`config.mk`:
```
export PLATFORM = sky130hd
export DESIGN_NAME = mem_port_arbiter_flat
export DESIGN_NICKNAME = d
export VERILOG_FILES = /design/src/rtl/mem_port_arbiter_if.sv /design/src/rtl/mem_port_arbiter.sv /design/src/flat_wrapper.sv
export SDC_FILE = /design/constraint.sdc
export NUM_CORES = 1
export LEC_CHECK = 0
export ABC_AREA = 1
export BUFFER_PORTS_ARGS = -buffer_cell sky130_fd_sc_hd__buf_4
export CAP_MARGIN = 20
export CORE_MARGIN = 2
export CORE_UTILIZATION = 25
export DETAILED_ROUTE_END_ITERATION = 8
export SETUP_SLACK_MARGIN = 0.2
export SLEW_MARGIN = 0
export SYNTH_ARGS = -nofsm -noshare
export SYNTH_HDL_FRONTEND = slang
export SYNTH_SLANG_ARGS = --single-unit
```
`constraint.sdc`:
```
create_clock -name clk -period 1.51 [get_ports clk]
set_input_delay 0.0755 -clock clk [delete_from_list [all_inputs] [get_ports clk]]
set_output_delay 0.0755 -clock clk [all_outputs]
set_load 0.05 [all_outputs]
```
`src/rtl/mem_port_arbiter_if.sv`:
```
// Requester, memory and status signals of mem_port_arbiter.
// The arbiter connects through the slave modport; the core/memory side uses master.
interface mem_port_arbiter_if;
    logic        if_req;
    logic [31:0] if_adr;
    logic        if_gnt;
    logic        if_rvalid;
    logic [31:0] if_rdata;

    logic        ls_req;
    logic [31:0] ls_adr;
    logic [3:0]  ls_we;
    logic [31:0] ls_wdata;
    logic        ls_gnt;
    logic        ls_rvalid;
    logic [31:0] ls_rdata;

    logic        mem_req;
    logic [31:0] mem_adr;
    logic [3:0]  mem_we;
    logic [31:0] mem_wdata;
    logic        mem_ready;
    logic        mem_rvalid;
    logic [31:0] mem_rdata;

    logic        busy;
    logic        owner;
    logic        timeout_err;

    modport slave (
        input  if_req, if_adr,
        output if_gnt, if_rvalid, if_rdata,
        input  ls_req, ls_adr, ls_we, ls_wdata,
        output ls_gnt, ls_rvalid, ls_rdata,
        output mem_req, mem_adr, mem_we, mem_wdata,
        input  mem_ready, mem_rvalid, mem_rdata,
        output busy, owner, timeout_err
    );

    modport master (
        output if_req, if_adr,
        input  if_gnt, if_rvalid, if_rdata,
        output ls_req, ls_adr, ls_we, ls_wdata,
        input  ls_gnt, ls_rvalid, ls_rdata,
        input  mem_req, mem_adr, mem_we, mem_wdata,
        output mem_ready, mem_rvalid, mem_rdata,
        input  busy, owner, timeout_err
    );
endinterface

```
`src/rtl/mem_port_arbiter.sv`:
```
// Round-robin arbiter sharing one memory port between instruction fetch and load/store.
// Optional response timeout is compiled in with MEM_PORT_ARB_TIMEOUT_EN.
module mem_port_arbiter #(
    parameter int TIMEOUT_CYCLES = 16
) (
    input  logic              clk,
    input  logic              reset,
    mem_port_arbiter_if.slave bus
);
    typedef enum logic [1:0] {
        ST_IDLE  = 2'd0,
        ST_ISSUE = 2'd1,
        ST_WAIT  = 2'd2
    } state_e;

    state_e      state_q;
    logic        owner_q;
    logic        last_owner_q;
    logic [31:0] adr_q;
    logic [3:0]  we_q;
    logic [31:0] wdata_q;
    logic        if_rvalid_q;
    logic        ls_rvalid_q;
    logic [31:0] if_rdata_q;
    logic [31:0] ls_rdata_q;
    logic        err_q;

    logic        sel_ls_d;
    logic        accept;
    logic        expired;

    // On a tie the requester that did not own the previous transaction wins.
    always_comb begin
        sel_ls_d = bus.ls_req && (!bus.if_req || !last_owner_q);
    end

    assign accept = (state_q == ST_ISSUE) && bus.mem_ready;

`ifdef MEM_PORT_ARB_TIMEOUT_EN
    localparam int               CNT_W    = $clog2(TIMEOUT_CYCLES + 1);
    localparam logic [CNT_W-1:0] CNT_LAST = CNT_W'(TIMEOUT_CYCLES - 1);

    logic [CNT_W-1:0] cnt_q;

    always_ff @(posedge clk or negedge reset) begin
        if (!reset) begin
            cnt_q <= '0;
        end else if (accept) begin
            cnt_q <= '0;
        end else if (state_q == ST_WAIT && !bus.mem_rvalid) begin
            cnt_q <= cnt_q + 1'b1;
        end
    end

    // Last silent WAIT cycle; a response in this same cycle still wins.
    assign expired = (cnt_q == CNT_LAST);
`else
    assign expired = 1'b0;
`endif

    always_ff @(posedge clk or negedge reset) begin
        if (!reset) begin
            // NOTE: every register, including the datapath copies, resets so all outputs read 0.
            state_q      <= ST_IDLE;
            owner_q      <= 1'b0;
            last_owner_q <= 1'b1;
            adr_q        <= '0;
            we_q         <= '0;
            wdata_q      <= '0;
            if_rvalid_q  <= 1'b0;
            ls_rvalid_q  <= 1'b0;
            if_rdata_q   <= '0;
            ls_rdata_q   <= '0;
            err_q        <= 1'b0;
        end else begin
            // NOTE: non-blocking defaults make response strobes single-cycle pulses.
            if_rvalid_q <= 1'b0;
            ls_rvalid_q <= 1'b0;
            if_rdata_q  <= '0;
            ls_rdata_q  <= '0;
            err_q       <= 1'b0;

            case (state_q)
                ST_IDLE: begin
                    if (bus.if_req || bus.ls_req) begin
                        owner_q <= sel_ls_d;
                        adr_q   <= sel_ls_d ? bus.ls_adr   : bus.if_adr;
                        we_q    <= sel_ls_d ? bus.ls_we    : 4'b0000;
                        wdata_q <= sel_ls_d ? bus.ls_wdata : 32'h0;
                        state_q <= ST_ISSUE;
                    end
                end

                ST_ISSUE: begin
                    if (bus.mem_ready) begin
                        last_owner_q <= owner_q;
                        state_q      <= ST_WAIT;
                    end
                end

                ST_WAIT: begin
                    if (bus.mem_rvalid) begin
                        state_q <= ST_IDLE;
                        if (owner_q) begin
                            ls_rvalid_q <= 1'b1;
                            ls_rdata_q  <= (we_q == 4'b0000) ? bus.mem_rdata : 32'h0;
                        end else begin
                            if_rvalid_q <= 1'b1;
                            if_rdata_q  <= bus.mem_rdata;
                        end
                    end else if (expired) begin
                        state_q     <= ST_IDLE;
                        err_q       <= 1'b1;
                        if_rvalid_q <= !owner_q;
                        ls_rvalid_q <= owner_q;
                    end
                end

                default: state_q <= ST_IDLE;
            endcase
        end
    end

    assign bus.mem_req     = (state_q == ST_ISSUE);
    assign bus.mem_adr     = adr_q;
    assign bus.mem_we      = we_q;
    assign bus.mem_wdata   = wdata_q;

    assign bus.if_gnt      = accept && !owner_q;
    assign bus.ls_gnt      = accept &&  owner_q;
    assign bus.if_rvalid   = if_rvalid_q;
    assign bus.ls_rvalid   = ls_rvalid_q;
    assign bus.if_rdata    = if_rdata_q;
    assign bus.ls_rdata    = ls_rdata_q;

    assign bus.busy        = (state_q != ST_IDLE);
    assign bus.owner       = owner_q;
    assign bus.timeout_err = err_q;
endmodule

```
`src/flat_wrapper.sv`:
```
// flat-port wrapper written by rule: the top's interface ports become plain ports
module mem_port_arbiter_flat 
#(
    parameter int TIMEOUT_CYCLES = 16
)
  (clk, reset, bus_if_req, bus_if_adr, bus_if_gnt, bus_if_rvalid, bus_if_rdata, bus_ls_req, bus_ls_adr, bus_ls_we, bus_ls_wdata, bus_ls_gnt, bus_ls_rvalid, bus_ls_rdata, bus_mem_req, bus_mem_adr, bus_mem_we, bus_mem_wdata, bus_mem_ready, bus_mem_rvalid, bus_mem_rdata, bus_busy, bus_owner, bus_timeout_err);
  mem_port_arbiter_if bus_i ();
  input  logic clk;
  input  logic reset;
  input wire logic [$bits(bus_i.if_req)-1:0] bus_if_req;
  input wire logic [$bits(bus_i.if_adr)-1:0] bus_if_adr;
  output wire logic [$bits(bus_i.if_gnt)-1:0] bus_if_gnt;
  output wire logic [$bits(bus_i.if_rvalid)-1:0] bus_if_rvalid;
  output wire logic [$bits(bus_i.if_rdata)-1:0] bus_if_rdata;
  input wire logic [$bits(bus_i.ls_req)-1:0] bus_ls_req;
  input wire logic [$bits(bus_i.ls_adr)-1:0] bus_ls_adr;
  input wire logic [$bits(bus_i.ls_we)-1:0] bus_ls_we;
  input wire logic [$bits(bus_i.ls_wdata)-1:0] bus_ls_wdata;
  output wire logic [$bits(bus_i.ls_gnt)-1:0] bus_ls_gnt;
  output wire logic [$bits(bus_i.ls_rvalid)-1:0] bus_ls_rvalid;
  output wire logic [$bits(bus_i.ls_rdata)-1:0] bus_ls_rdata;
  output wire logic [$bits(bus_i.mem_req)-1:0] bus_mem_req;
  output wire logic [$bits(bus_i.mem_adr)-1:0] bus_mem_adr;
  output wire logic [$bits(bus_i.mem_we)-1:0] bus_mem_we;
  output wire logic [$bits(bus_i.mem_wdata)-1:0] bus_mem_wdata;
  input wire logic [$bits(bus_i.mem_ready)-1:0] bus_mem_ready;
  input wire logic [$bits(bus_i.mem_rvalid)-1:0] bus_mem_rvalid;
  input wire logic [$bits(bus_i.mem_rdata)-1:0] bus_mem_rdata;
  output wire logic [$bits(bus_i.busy)-1:0] bus_busy;
  output wire logic [$bits(bus_i.owner)-1:0] bus_owner;
  output wire logic [$bits(bus_i.timeout_err)-1:0] bus_timeout_err;
  assign bus_i.if_req = bus_if_req;
  assign bus_i.if_adr = bus_if_adr;
  assign bus_if_gnt = bus_i.if_gnt;
  assign bus_if_rvalid = bus_i.if_rvalid;
  assign bus_if_rdata = bus_i.if_rdata;
  assign bus_i.ls_req = bus_ls_req;
  assign bus_i.ls_adr = bus_ls_adr;
  assign bus_i.ls_we = bus_ls_we;
  assign bus_i.ls_wdata = bus_ls_wdata;
  assign bus_ls_gnt = bus_i.ls_gnt;
  assign bus_ls_rvalid = bus_i.ls_rvalid;
  assign bus_ls_rdata = bus_i.ls_rdata;
  assign bus_mem_req = bus_i.mem_req;
  assign bus_mem_adr = bus_i.mem_adr;
  assign bus_mem_we = bus_i.mem_we;
  assign bus_mem_wdata = bus_i.mem_wdata;
  assign bus_i.mem_ready = bus_mem_ready;
  assign bus_i.mem_rvalid = bus_mem_rvalid;
  assign bus_i.mem_rdata = bus_mem_rdata;
  assign bus_busy = bus_i.busy;
  assign bus_owner = bus_i.owner;
  assign bus_timeout_err = bus_i.timeout_err;
  mem_port_arbiter #(.TIMEOUT_CYCLES(TIMEOUT_CYCLES)) u_core (.clk(clk), .reset(reset), .bus(bus_i));
endmodule
```
* Word-level counts from Yosys, hierarchy flattened *
Cells that the tools add are included.

cells by class
  equality and inequality tests = 5
  mux-type cells = 20
  reductions and logical operators = 15

operators by type and width
  cell                number
  $mux 32             9
  $mux 1              6
  $mux 2              3
  $pmux 2 s3          1
  $logic_and 1x1->1   4
  $logic_not 4->1     1
  $mux 4              1
  $ne 2x1->1 const B  2
  $reduce_and 2->1    2
  $logic_not 1->1     3
  $reduce_and 3->1    1
  $eq 2x1->1 const B  1
  $eq 2x2->1 const B  1
  $logic_not 2->1     1
  $logic_or 1x1->1    2
  $ne 2x2->1 const B  1
  $reduce_bool 2->1   1

storage, ports and cells
  register bits after elaboration = 138
  input bits = 138
  output and inout bits = 140

* Depth between registers and ports, before layout *
  depth after elaboration = 5
  gate-level depth with buffers = 8
  mapped depth without buffers = 6

* Least setup slack after synthesis *
OpenSTA, ideal clock, no wires.

  kind = reg2out
  from = register u_core.state_q[1]
  to = output bus_if_gnt
  data arrival time = 2.073 ns
  required time = 1.434 ns
  path slack = -0.639 ns
  stages on the path, launching flop included = 4
  path buffers = 0
  cell sequence = dfrtp_1 -> nor2_1 -> nand2_1 -> nor2_1

between the ends
  cells in the longest elaborated chain, start to end = 3

RTL lines
  what                    line                     source
  from (decl)             mem_port_arbiter.sv:16   state_e state_q;
  from (signal assigned)  mem_port_arbiter.sv:64   state_q <= ST_IDLE;
  from (signal assigned)  mem_port_arbiter.sv:90   state_q <= ST_ISSUE;
  from (signal assigned)  mem_port_arbiter.sv:97   state_q <= ST_WAIT;
  $eq 2x1->1              n/a
  named net bus_mem_req   flat_wrapper.sv:22       output wire logic [$bits(bus_i.mem_req)-1:0] bus_mem_req;
  $logic_and 1x1->1       mem_port_arbiter.sv:37   assign accept = (state_q == ST_ISSUE) && bus.mem_ready;
  $logic_and 1x1->1       mem_port_arbiter.sv:129  assign bus.if_gnt = accept && !owner_q;
  to (decl)               flat_wrapper.sv:12       output wire logic [$bits(bus_i.if_gnt)-1:0] bus_if_gnt;

The timed path passes the listed nets, and every way through them passes these cells.

* Worst setup path in the final report *
  from = register u_core.state_q[0]
  to = register u_core.adr_q[7] (netlist: u_core.bus.mem_adr[7])

between the ends
  cells in the longest elaborated chain, start to end = 2

RTL lines
  what                               line                    source
  $logic_not 2->1                    mem_port_arbiter.sv:83  case (state_q)
  $reduce_and 2->1 (no source line)  n/a
  to (signal assigned)               mem_port_arbiter.sv:87  adr_q <= sel_ls_d ? bus.ls_adr : bus.if_adr;
  to (decl)                          mem_port_arbiter.sv:19  logic [31:0] adr_q;

No other way between the ends.
A chain may end at the register's enable or synchronous reset.

==> run_results.csv <==
group,metric,value,unit
run_status,status,"completed",
worst_hold_path,hp-class,"in2reg",
synthesis,yosys_warnings,0,
power,powerDensity,1970,mW/mm²
layout,design_area,0.0114,mm²
synthesis,ys_ff_latch,138,
cts,insertion_delay,0.41,ns
worst_setup_path,arrival,1.79,ns
drt,dr.pass1.iters,4,
floorplan,die-width,153,µm
place,numPortBuffers,276,
run,maxCapViolCount,0,
synthesis,ys_seq_area_share,61.9,%
timing,fmax,696,MHz
cts,numCtsBuffers,17,
power,power_leakage,0.00613,µW
drt,drcViolationCount,0,
global_route,grt_pass1_vias,6040,
place,dpl-instance-area,0.00806,mm²
worst_setup_path,critPathKind,"reg2reg",
cts,clockBufferDepth,2,
layout,synthToLayoutAreaGrowth,103,%
layout,multi_input_area,0.00222,mm²
cts,cts_tree,"built",
timing,clock_skew,0.00806,ns
layout,fillCellCount,1955,
drt,via_count,5832,
timing,fin_crit,1.44,ns
synthesis,syn_nets,767,
layout,seq_area,0.00346,mm²
worst_setup_path,cp-start-kind,"register",
drt,antenna_left,0,
global_route,grt_max_degree,49,
place,hpwl,12400,µm
layout,stdcell_count,1368,
timing,setup_viol,0,
cts,clkTransAtPathRegs,0.06,ns
layout,fin_util,51.9,%
synthesis,yosysUniqueCellTypes,22,
global_route,antenna_found_initial,1,
layout,drive_gt1_share,46.3,%
global_route,grt_usage,16.6,%
layout,mostFrequentLayoutCell,"buf_4",
floorplan,die_h,153,µm
timing,hold_viol_final,0,
cts,clockRootBuffer,"clkbuf_16",
floorplan,initial_utilization,25.5,%
layout,final_cell_mix,"buf_4 (282), dfrtp_1 (135), dlygate4sd3_1 (133), inv_1 (98), nand2_1 (92)",
timing,hold_slack,0.0461,ns
synthesis,synth_top_area_cell,"dfrtp_1",
worst_setup_path,endpoint_kind,"register",
floorplan,rows,54,
worst_setup_path,crit_required,1.86,ns
synthesis,synthTopCellsByArea,"dfrtp_1 (61%), nand2_1 (12%), nand3_1 (9.0%)",
timing,maxSlewViolCount,0,
timing,rsz0062_at_grt,"true",
worst_setup_path,crit_path_max_fanout,7,
global_route,grt_pass1_wl,31000,µm
floorplan,core,0.0219,mm²
floorplan,io_pins,278,
cts,htreeDepth,4,
timing,period_share,95.1,%
global_route,overflow,0,
drt,vias_per_cell,4.26,
floorplan,dieArea,0.0236,mm²
synthesis,synth_area,0.00559,mm²
timing,tns,0,ns
drt,finalWirelength,22200,µm
synthesis,yosys.area.top_type_share,61.4,%
place,place.gp.congestion,0.770,
synthesis,postSynthCellCount,629,
cts,cts.sinks,138,
drt,wl_per_cell,16.2,µm
synthesis,synth.avg_cell_area,8.88,µm²
layout,final_nets,1212,
power,vdd_drop_max,0.00110,V
drt,drt_iter0_markers,259,
place,placed_cells,1167,
==> cell usage after synthesis (all sizes together) <==
master and n:
dfstp 1, nand3 101, buf 26, nor2 73, dfrtp 137, o31ai 1
o21ai 3, nand2 176, conb 1, clkbuf 7, inv 102, nand4 1
==> logic make-up (layout without fill, tap and decap cells) <==
family,after synthesis,count (layout),share of synthesized area [%]
AO/OA/AOI/OAI,4,4,0.403
buffers and inverters,135,593,10.4
AND/OR/NAND/NOR,351,351,27.3
other,1,2,0.0671
flip-flops,138,138,61.9
==> stage by stage <==
stage / worst slack [ns] / power, µW
global route: 0.00483 / 23300
global placement: 0.157 / 14300
CTS: 0.0396 / 19500
finish: 0.0737 / 22300
floorplan: 0.155 / 11300
detailed placement: 0.125 / 14400
==> state kept, by name (all words and copies together), names as in the netlist <==
name / cells
u_core.bus.if_rdata: 32
u_core.bus.ls_rdata: 32
u_core.bus.mem_adr: 32
u_core.bus.mem_wdata: 32
u_core.bus.mem_we: 4
u_core.state_q: 2
u_core.bus.if_rvalid: 1
u_core.bus.ls_rvalid: 1
u_core.bus.owner: 1
u_core.last_owner_q: 1
==> layout make-up <==
class / count / area share (%)
tap: 280 / 3.09
timing repair inverter: 2 / 0.176
multi-input combinational: 356 / 19.5
sequential: 138 / 30.5
antenna: 1 / 0.0220
clock buffer: 19 / 3.90
clock inverter: 13 / 1.70
inverter: 102 / 3.57
timing repair buffer: 457 / 37.6
==> worst paths after layout <==
path / start / endpoint / slack (ns) / depth (start not counted)
setup reg to reg: u_core.state_q[0] / u_core.bus.mem_adr[7] / 0.07 / 9
setup / recovery: u_core.state_q[0] / u_core.bus.mem_adr[7] / 0.07 / 9
min in group asynchronous: reset / u_core.bus.if_rdata[27] / 0.11 / 2
hold reg to reg: u_core.bus.mem_adr[3] / u_core.bus.mem_adr[3] / 0.48 / 2
max in group asynchronous: reset / u_core.last_owner_q / 0.76 / 3
hold / removal: bus_ls_adr[29] / u_core.bus.mem_adr[29] / 0.05 / 5
==> worst max-delay path, stage by stage, from the launching register on <==
cell and delay (ns):
dfrtp_1 0.41, inv_4 0.08, buf_6 0.13, nand2_8 0.06
nor2_8 0.13, buf_12 0.14, buf_8 0.11, buf_12 0.12
nand3_1 0.11, nand2_2 0.08
==> power breakdown <==
| part | switching, µW | internal (µW) | total, µW |
|---|---|---|---|
| Clock | 1700 | 2830 | 4530 |
| Combinational | 7510 | 4580 | 12100 |
| Sequential | 918 | 4780 | 5690 |
| Total | 10100 | 12200 | 22300 |
==> layer usage <==
metal / up-vias / GRT usage [%] / wire length (µm)
met5: - / 0 / 0
met4: 0 / 6.25 / 578
met3: 39 / 3.94 / 1100
met2: 212 / 30.4 / 11700
met1: 2785 / 18.5 / 8800
li1: 2796 / - / -
==> what timing repair did <==
action | 4_1_cts | 5_1_grt
pin swaps | 5 | 59
gates cloned | 2 | 18
endpoints found under the setup margin | 72 | 107
resized for setup | 12 | 201
buffers inserted | 3 | 12
hold buffers | 133 | 0
hold endpoints to repair | 272 | 0
No activity file was read; power rests on OpenSTA's default activity.
